### config.mk
export PLATFORM = sky130hd
export DESIGN_NAME = codec_adc_rx
export DESIGN_NICKNAME = d
export VERILOG_FILES = /design/src/rtl/codec_pkg.sv /design/src/rtl/codec_sync_fifo.sv /design/src/rtl/codec_adc_rx.sv
export SDC_FILE = /design/constraint.sdc
export NUM_CORES = 1
export LEC_CHECK = 0
export CAP_MARGIN = 20
export CORE_MARGIN = 4
export CORE_UTILIZATION = 50
export CTS_CLUSTER_DIAMETER = 120
export DETAILED_ROUTE_END_ITERATION = 12
export GPL_TIMING_DRIVEN = 0
export PLACE_DENSITY = 0.69
export SLEW_MARGIN = 5
export SYNTH_ARGS = -nofsm -noshare
export SYNTH_HDL_FRONTEND = slang
export SYNTH_SLANG_ARGS = --single-unit
### constraint.sdc
create_clock -name clk -period 4.35 [get_ports clk]
set_clock_uncertainty 0.05 [all_clocks]
set_input_delay 0.87 -clock clk [delete_from_list [all_inputs] [get_ports clk]]
set_output_delay 0.87 -clock clk [all_outputs]
set_load 0.005 [all_outputs]
### src/rtl/codec_pkg.sv
// Shared codec definitions: I2S receive FSM states, default sample width and
// the I2S one-bit data delay after each frame-sync transition.
package codec_pkg;

   localparam int CODEC_DATA_W  = 16;
   localparam int I2S_SKIP_BITS = 1;

   typedef enum logic [2:0] {
      ST_IDLE,
      ST_SKIP_L,
      ST_SHIFT_L,
      ST_WAIT_R,
      ST_SKIP_R,
      ST_SHIFT_R,
      ST_PUSH,
      ST_WAIT_L
   } rx_state_e;

endpackage

### src/rtl/codec_sync_fifo.sv
// Single-clock show-ahead word FIFO with registered occupancy and a sticky
// overflow flag; shared by the ADC and DAC paths.
module codec_sync_fifo #(
   parameter int WIDTH = 32,
   parameter int DEPTH = 4
) (
   input  logic                     clk,
   input  logic                     rst,
   input  logic                     wr_en,
   input  logic [WIDTH-1:0]         wr_data,
   input  logic                     rd_en,
   output logic [WIDTH-1:0]         rd_data,
   output logic                     empty,
   output logic                     full,
   output logic [$clog2(DEPTH):0]   level,
   output logic                     overflow,
   input  logic                     clr_ovf
);

   localparam int AW = $clog2(DEPTH);

   logic [WIDTH-1:0] mem_q [DEPTH];
   logic [AW-1:0]    wr_ptr_q, rd_ptr_q;
   logic [AW:0]      level_q;
   logic             overflow_q;
   logic             do_push, do_pop, drop;

   assign empty    = (level_q == '0);
   assign full     = (level_q == (AW+1)'(DEPTH));
   assign level    = level_q;
   assign overflow = overflow_q;
   assign rd_data  = mem_q[rd_ptr_q];

   // A pop frees a slot in the same cycle, so a full buffer can still accept.
   assign do_pop  = rd_en & ~empty;
   assign do_push = wr_en & (~full | do_pop);
   assign drop    = wr_en & full & ~do_pop;

   // NOTE: sequential state uses <= so every flop samples pre-edge values.
   always_ff @(posedge clk) begin
      if (rst) begin
         wr_ptr_q   <= '0;
         rd_ptr_q   <= '0;
         level_q    <= '0;
         overflow_q <= 1'b0;
      end else begin
         if (do_push) wr_ptr_q <= wr_ptr_q + AW'(1);
         if (do_pop)  rd_ptr_q <= rd_ptr_q + AW'(1);
         case ({do_push, do_pop})
            2'b10:   level_q <= level_q + (AW+1)'(1);
            2'b01:   level_q <= level_q - (AW+1)'(1);
            default: level_q <= level_q;
         endcase
         if (drop)         overflow_q <= 1'b1;
         else if (clr_ovf) overflow_q <= 1'b0;
      end
   end

   // NOTE: storage is deliberately not reset; pointers and level define validity.
   always_ff @(posedge clk) begin
      if (do_push) mem_q[wr_ptr_q] <= wr_data;
   end

endmodule

### src/rtl/codec_adc_rx.sv
// I2S ADC receiver: synchronizes the codec serial lines into clk, deserializes
// left/right samples and queues {left, right} words in a show-ahead FIFO.
module codec_adc_rx
   import codec_pkg::*;
#(
   parameter int DATA_W     = CODEC_DATA_W,
   parameter int FIFO_DEPTH = 4
) (
   input  logic                          clk,
   input  logic                          rst,
   input  logic                          enable,
   input  logic                          bclk,
   input  logic                          adclrc,
   input  logic                          adcdat,
   input  logic                          rd_en,
   output logic [2*DATA_W-1:0]           rd_data,
   output logic                          empty,
   output logic                          full,
   output logic [$clog2(FIFO_DEPTH):0]   level,
   output logic                          overflow,
   input  logic                          clr_ovf
);

   localparam int CNT_W = (DATA_W > 1) ? $clog2(DATA_W) : 1;

   logic [1:0]        bclk_sync_q, lrc_sync_q, dat_sync_q;
   logic              bclk_prev_q, lrc_prev_q;
   logic              bclk_rise, lrc_edge, lrc_fall, bit_in;

   rx_state_e         state_q, state_d;
   logic [CNT_W-1:0]  bit_cnt_q, bit_cnt_d;
   logic [DATA_W-1:0] left_q, right_q;
   logic              push, shift_l, shift_r;

   always_ff @(posedge clk) begin
      if (rst) begin
         bclk_sync_q <= '0;
         lrc_sync_q  <= '0;
         dat_sync_q  <= '0;
         bclk_prev_q <= 1'b0;
         lrc_prev_q  <= 1'b0;
      end else begin
         bclk_sync_q <= {bclk_sync_q[0], bclk};
         lrc_sync_q  <= {lrc_sync_q[0], adclrc};
         dat_sync_q  <= {dat_sync_q[0], adcdat};
         bclk_prev_q <= bclk_sync_q[1];
         if (bclk_rise) lrc_prev_q <= lrc_sync_q[1];
      end
   end

   // Frame sync is only judged at bit-clock rising edges, like the data line.
   assign bclk_rise = bclk_sync_q[1] & ~bclk_prev_q;
   assign lrc_edge  = bclk_rise & (lrc_sync_q[1] ^ lrc_prev_q);
   assign lrc_fall  = lrc_edge & ~lrc_sync_q[1];
   assign bit_in    = dat_sync_q[1];

   always_ff @(posedge clk) begin
      if (rst) begin
         state_q   <= ST_IDLE;
         bit_cnt_q <= '0;
      end else begin
         state_q   <= state_d;
         bit_cnt_q <= bit_cnt_d;
      end
   end

   // The edge that reveals the frame-sync change is itself the first skipped bit.
   // NOTE: defaults first so no path through the case leaves a latch behind.
   always_comb begin
      state_d   = state_q;
      bit_cnt_d = bit_cnt_q;
      unique case (state_q)
         ST_IDLE: begin
            if (lrc_fall) begin
               state_d   = ST_SKIP_L;
               bit_cnt_d = CNT_W'(1);
            end
         end
         ST_SKIP_L, ST_SKIP_R: begin
            if (bit_cnt_q == CNT_W'(I2S_SKIP_BITS)) begin
               state_d   = (state_q == ST_SKIP_L) ? ST_SHIFT_L : ST_SHIFT_R;
               bit_cnt_d = '0;
            end else if (bclk_rise) begin
               bit_cnt_d = bit_cnt_q + CNT_W'(1);
            end
         end
         ST_SHIFT_L, ST_SHIFT_R: begin
            if (lrc_edge) begin
               state_d   = ST_IDLE;
               bit_cnt_d = '0;
            end else if (bclk_rise) begin
               if (bit_cnt_q == CNT_W'(DATA_W - 1)) begin
                  state_d   = (state_q == ST_SHIFT_L) ? ST_WAIT_R : ST_PUSH;
                  bit_cnt_d = '0;
               end else begin
                  bit_cnt_d = bit_cnt_q + CNT_W'(1);
               end
            end
         end
         ST_WAIT_R: begin
            if (lrc_edge) begin
               state_d   = ST_SKIP_R;
               bit_cnt_d = CNT_W'(1);
            end
         end
         ST_PUSH: begin
            state_d = ST_WAIT_L;
         end
         ST_WAIT_L: begin
            if (lrc_edge) begin
               state_d   = ST_SKIP_L;
               bit_cnt_d = CNT_W'(1);
            end
         end
         default: begin
            state_d   = ST_IDLE;
            bit_cnt_d = '0;
         end
      endcase
      if (!enable) begin
         state_d   = ST_IDLE;
         bit_cnt_d = '0;
      end
   end

   always_comb begin
      push    = 1'b0;
      shift_l = 1'b0;
      shift_r = 1'b0;
      case (state_q)
         ST_SHIFT_L: shift_l = enable & bclk_rise & ~lrc_edge;
         ST_SHIFT_R: shift_r = enable & bclk_rise & ~lrc_edge;
         ST_PUSH:    push    = 1'b1;
         default:    ;
      endcase
   end

   always_ff @(posedge clk) begin
      if (rst) begin
         left_q  <= '0;
         right_q <= '0;
      end else begin
         if (shift_l) left_q  <= {left_q[DATA_W-2:0], bit_in};
         if (shift_r) right_q <= {right_q[DATA_W-2:0], bit_in};
      end
   end

   codec_sync_fifo #(
      .WIDTH (2*DATA_W),
      .DEPTH (FIFO_DEPTH)
   ) u_fifo (
      .clk      (clk),
      .rst      (rst),
      .wr_en    (push),
      .wr_data  ({left_q, right_q}),
      .rd_en    (rd_en),
      .rd_data  (rd_data),
      .empty    (empty),
      .full     (full),
      .level    (level),
      .overflow (overflow),
      .clr_ovf  (clr_ovf)
   );

endmodule

# Word level (Yosys, flattened, before mapping)
# Memory sizes are Yosys's and may differ from the RTL's. A register that Yosys moved wholly into a read port is not among the register bits.
# Cells that the tools add are included.
# Widths: inputs -> output; s select.
# classes
add_sub_neg,5
n_eq_ne,20
muxes,28
n_bitwise,18
reduce_logical,11
# op_table
op,count
$mux 4,7
$mux 3,9
$pmux 3 s6,1
$pmux 4 s4,1
$eq 3x3->1 const B,5
$and 1x1->1,9
$ne 3x3->1 const B,3
$ne 2x2->1 const B,4
$reduce_or 2->1,4
$mux 1,7
$not 1->1,7
$eq 3x2->1 const B,2
$logic_not 3->1,2
$pmux 3 s2,1
$reduce_and 6->1,1
$reduce_and 5->1,1
$add 2x1->2 const B,2
$add 4x1->4 const B,1
$eq 4x1->1 const B,1
$eq 4x4->1 const B,1
$mux 2,2
$reduce_bool 2->1,2
$reduce_bool 4->1,1
$add 3x1->3 const B,1
7 further kinds,7
# totals
register_bits,55
mem_bits_rw,128
output_inout_bits,38
wordCells,96
memories,1
# mem_list
name,words,width,read_ports,rd_clocked_by_memory_dff,write_ports,line,text
u_fifo.mem_q,4,32,1,1,1,codec_sync_fifo.sv:22,logic [WIDTH-1:0] mem_q [DEPTH];

# Logic depth before layout (Yosys ltp)
# logic_depth
word_depth,7
depth_mapped,11
ltp_nobuf,11

# By module
# Synthesis repeated with hierarchy kept, for this count alone.
# unflattened
cells_unflattened,426
hier_area_um2,7128.1
# by_module_without_submodules
module,n_inst,cells_each,area_each_um2,seq_area_each_um2
codec_sync_fifo,1,225,5153.7,4043.9
codec_adc_rx,1,201,1974.4,940.9

# Worst setup path before layout
# No wires, ideal clock.
# synth_timing
path_type,in2reg
start,input port rd_en
end,memory u_fifo.mem_q[0][0] (enable)
arrival_ns,2.052
required_time_ns,3.908
path_slack_ns,1.856
stages,3
n_path_buf,0
cell_sequence,nor2b_1 nor3_2 and2_1
# synth_via
elab_chain_len,5
# synth_rtl
item,line,text
from (decl),codec_adc_rx.sv:15,"input logic rd_en,"
$and 1x1->1,codec_sync_fifo.sv:35,assign do_pop = rd_en & ~empty;
$or 1x1->1,codec_sync_fifo.sv:36,assign do_push = wr_en & (~full | do_pop);
$and 1x1->1,codec_sync_fifo.sv:36,
$mux 1,codec_sync_fifo.sv:61,if (do_push) mem_q[wr_ptr_q] <= wr_data;
$mux 1 (not written as such),codec_sync_fifo.sv:61,
to (decl),codec_sync_fifo.sv:22,
# Every way passes these cells.

==> flow_metrics.py <==
metrics = {
    "outcome": {
        "outcome": "complete, no violations",
    },
    "clocking": {
        "cts_max_level": 4,
        "hold_buffers": 0,
        "clock_latency_ns": 0.42,
        "cts.clk_slew.worst_paths_ns": 0.06,
        "post_cts.resized_instances": 0,
        "clock_tree_from_tritoncts": "built",
        "cts_num_sinks": 185,
        "cts_setup_buffers": 0,
        "clock-root-buffer": "sky130_fd_sc_hd__clkbuf_16",
        "cts-root-to-sink-buffers": 2,
        "numCtsBuffers": 17,
    },
    "synthesis": {
        "synth.largest_area_cell": "sky130_fd_sc_hd__edfxtp_1",
        "netlist_instances": 417,
        "synth_top_area_frac": 0.546,
        "ys_warn_count": 0,
        "postSynthAreaPerCell_um2": 16.9,
        "post_syn_area_mm2": 0.00704,
        "ys_seq_elements": 185,
        "synth_commonest_cells": "sky130_fd_sc_hd__edfxtp_1 (128), sky130_fd_sc_hd__dfxtp_1 (57), sky130_fd_sc_hd__nor2_1 (48), sky130_fd_sc_hd__mux2i_1 (35), sky130_fd_sc_hd__mux4_2 (32)",
        "postSynth.asyncResetShare": 0,
        "synth_edf_count": 128,
        "post_synth_num_cell_types": 43,
        "postSynthNetCount": 433,
        "synth_flop_cell": "sky130_fd_sc_hd__edfxtp_1",
        "synth.yosys.seq_area_share": 0.708,
        "ys_top_cells_by_area": "sky130_fd_sc_hd__edfxtp_1 (55%), sky130_fd_sc_hd__dfxtp_1 (16%), sky130_fd_sc_hd__mux4_2 (10%), sky130_fd_sc_hd__mux2i_1 (5.0%), sky130_fd_sc_hd__nor2_1 (2.6%)",
        "synth.most_common_cell": "sky130_fd_sc_hd__edfxtp_1",
    },
    "die": {
        "top_level_ports": 46,
        "std_cell_rows": 43,
        "die_h_um": 127,
        "core_mm2": 0.0138,
        "starting_density_of_the_core": 0.509,
        "dieArea_mm2": 0.0160,
        "die_w_um": 127,
    },
    "timing": {
        "fmax_ghz": 0.296,
        "setup_viol": 0,
        "final.setup.tns_ns": 0,
        "whs_ns": 0.390,
        "report.final.slew_viol_count": 0,
        "final.period_utilization": 0.776,
        "worst_slew_margin_rel": 0.552,
        "finalHoldViolCount": 0,
        "setup_slack_ns": 0.974,
        "worst_pin_slew_ns": 0.672,
        "finalWorstPathRequiredPeriod_ns": 3.38,
        "rsz_0062_raised_after_global_routing": "no",
    },
    "worst_setup_path": {
        "worstPathRequired_ns": 3.43,
        "cp-start-kind": "register",
        "critical_path_class": "reg2out",
        "critical_path.endpoint_type": "primary output",
        "critPathArrivalTime_ns": 2.46,
        "crit_fanout": 10,
    },
    "route": {
        "drtAntennaViolNets": 0,
        "drt-pass1-iter-count": 4,
        "vias": 3637,
        "wire_per_inst_um": 17.6,
        "post-route-drc-count": 0,
        "wl_um": 11900,
        "initialDrtViolationCount": 249,
        "viasPerCell": 5.37,
    },
    "layout": {
        "finalCoreUtilization": 0.606,
        "final_instance_area_mm2": 0.00838,
        "final_std_cells_w_o_fill": 677,
        "num_antenna_cells": 0,
        "area_growth_pct": 19.0,
        "layout_nets": 500,
        "num-fill-cells": 1015,
        "area_occupied_by_multi_input_gates_mm2": 0.00190,
        "seq_area_mm2": 0.00498,
        "drive_above_1_share": 0.171,
    },
    "grt": {
        "maximum_number_of_pins_on_one_net_before_global_route_repair": 26,
        "antenna_violations_before_repair": 0,
        "first_pass_grt_wire_length_um": 20000,
        "grt_remaining_overflow": 0,
        "grt_pass1_vias": 3809,
        "globalRouteTotalUtil": 0.162,
    },
    "placed_design": {
        "worst_case_setup_slack_after_placement_ns": 1.27,
        "port_buffers": 44,
        "placed_area_mm2": 0.00779,
        "dpl.cell_count": 645,
        "hpwl_um": 7460,
        "place_congestion": 0.753,
    },
    "power": {
        "power.density_cell_area_mw_per_mm2": 407,
        "p_leak_nw": 2.97,
        "vdd_drop_max_mv": 0.282,
        "finalPower_mw": 3.41,
    },
    "hold_path": {
        "worstHoldPathType": "reg2reg",
    },
    "job": {
        "max-cap-violations": 0,
    },
}
==> cells by family (layout without fill, tap and decap cells) <==
logic type,count (synthesis),in the layout,share of synthesized area
compound gates,28,28,0.0281
xor+xnor,8,8,0.00996
fa+ha+maj,8,8,0.0153
buf+inv,28,108,0.0220
flops,185,185,0.708
mux,67,67,0.152
simple gates,93,93,0.0642
==> worst max-delay path: stages (launching register included) <==
cell and delay [ns]:
sky130_fd_sc_hd__dfxtp_1 0.30, sky130_fd_sc_hd__clkbuf_1 0.26, sky130_fd_sc_hd__buf_2 0.41, sky130_fd_sc_hd__mux4_2 0.59, sky130_fd_sc_hd__clkdlybuf4s50_1 0.47
==> power breakdown <==
part	internal, mW	total (mW)	switching [mW]	leakage, nW
Combinational	0.00924	0.0237	0.0145	0.811
Sequential	1.86	1.86	0.00151	1.89
Clock	0.903	1.52	0.619	0.270
==> state kept, by name, summed over array words and instances (netlist names), 3 cells and up, named ones only <==
name / count
left_q: 16
u_fifo.mem_q: 128
u_fifo.level: 3
bit_cnt_q: 4
right_q: 16
state_q: 3
==> area by class of cell <==
| class | instances | share of cell area |
|---|---|---|
| Buffer | 20 | 0.0149 |
| Clock buffer | 21 | 0.0526 |
| Clock inverter | 11 | 0.0175 |
| Inverter | 8 | 0.00359 |
| Multi-Input combinational cell | 204 | 0.227 |
| Sequential cell | 185 | 0.595 |
| Tap cell | 180 | 0.0269 |
| Timing Repair Buffer | 48 | 0.0621 |
==> final timing paths <==
path | end | slack [ns] | depth (start not counted) | from
worst max register to register | u_fifo.level[2] | 1.95 | 10 | u_fifo.level[2]
worst min-delay path | lrc_sync_q[1] | 0.39 | 1 | lrc_sync_q[0]
worst max-delay path | rd_data[16] | 0.97 | 4 | register
worst min register to register | lrc_sync_q[1] | 0.39 | 1 | lrc_sync_q[0]
==> per-layer routing <==
layer,part of all wire,vias to the layer above,global-route usage
met4,0.010,0,0.0448
met3,0.040,10,0.0472
met2,0.49,74,0.258
met1,0.46,1841,0.220
met5,0,-,0
li1,-,1712,-
==> cell usage in the layout, fill, tap and decap left out, types with 7 or more instances in the layout <==
cell type / synthesis / layout
sky130_fd_sc_hd__a21oi_1: 9 / 9
sky130_fd_sc_hd__clkbuf_1: 9 / 13
sky130_fd_sc_hd__clkbuf_16: 0 / 17
sky130_fd_sc_hd__clkdlybuf4s50_1: 0 / 44
sky130_fd_sc_hd__dfxtp_1: 57 / 57
sky130_fd_sc_hd__edfxtp_1: 128 / 128
sky130_fd_sc_hd__ha_1: 7 / 7
sky130_fd_sc_hd__inv_1: 8 / 8
sky130_fd_sc_hd__mux2i_1: 35 / 35
sky130_fd_sc_hd__mux4_2: 32 / 32
sky130_fd_sc_hd__nand2_1: 7 / 7
sky130_fd_sc_hd__nor2_1: 48 / 48
sky130_fd_sc_hd__nor2b_1: 15 / 15
No activity file was read; power rests on OpenSTA's default activity.
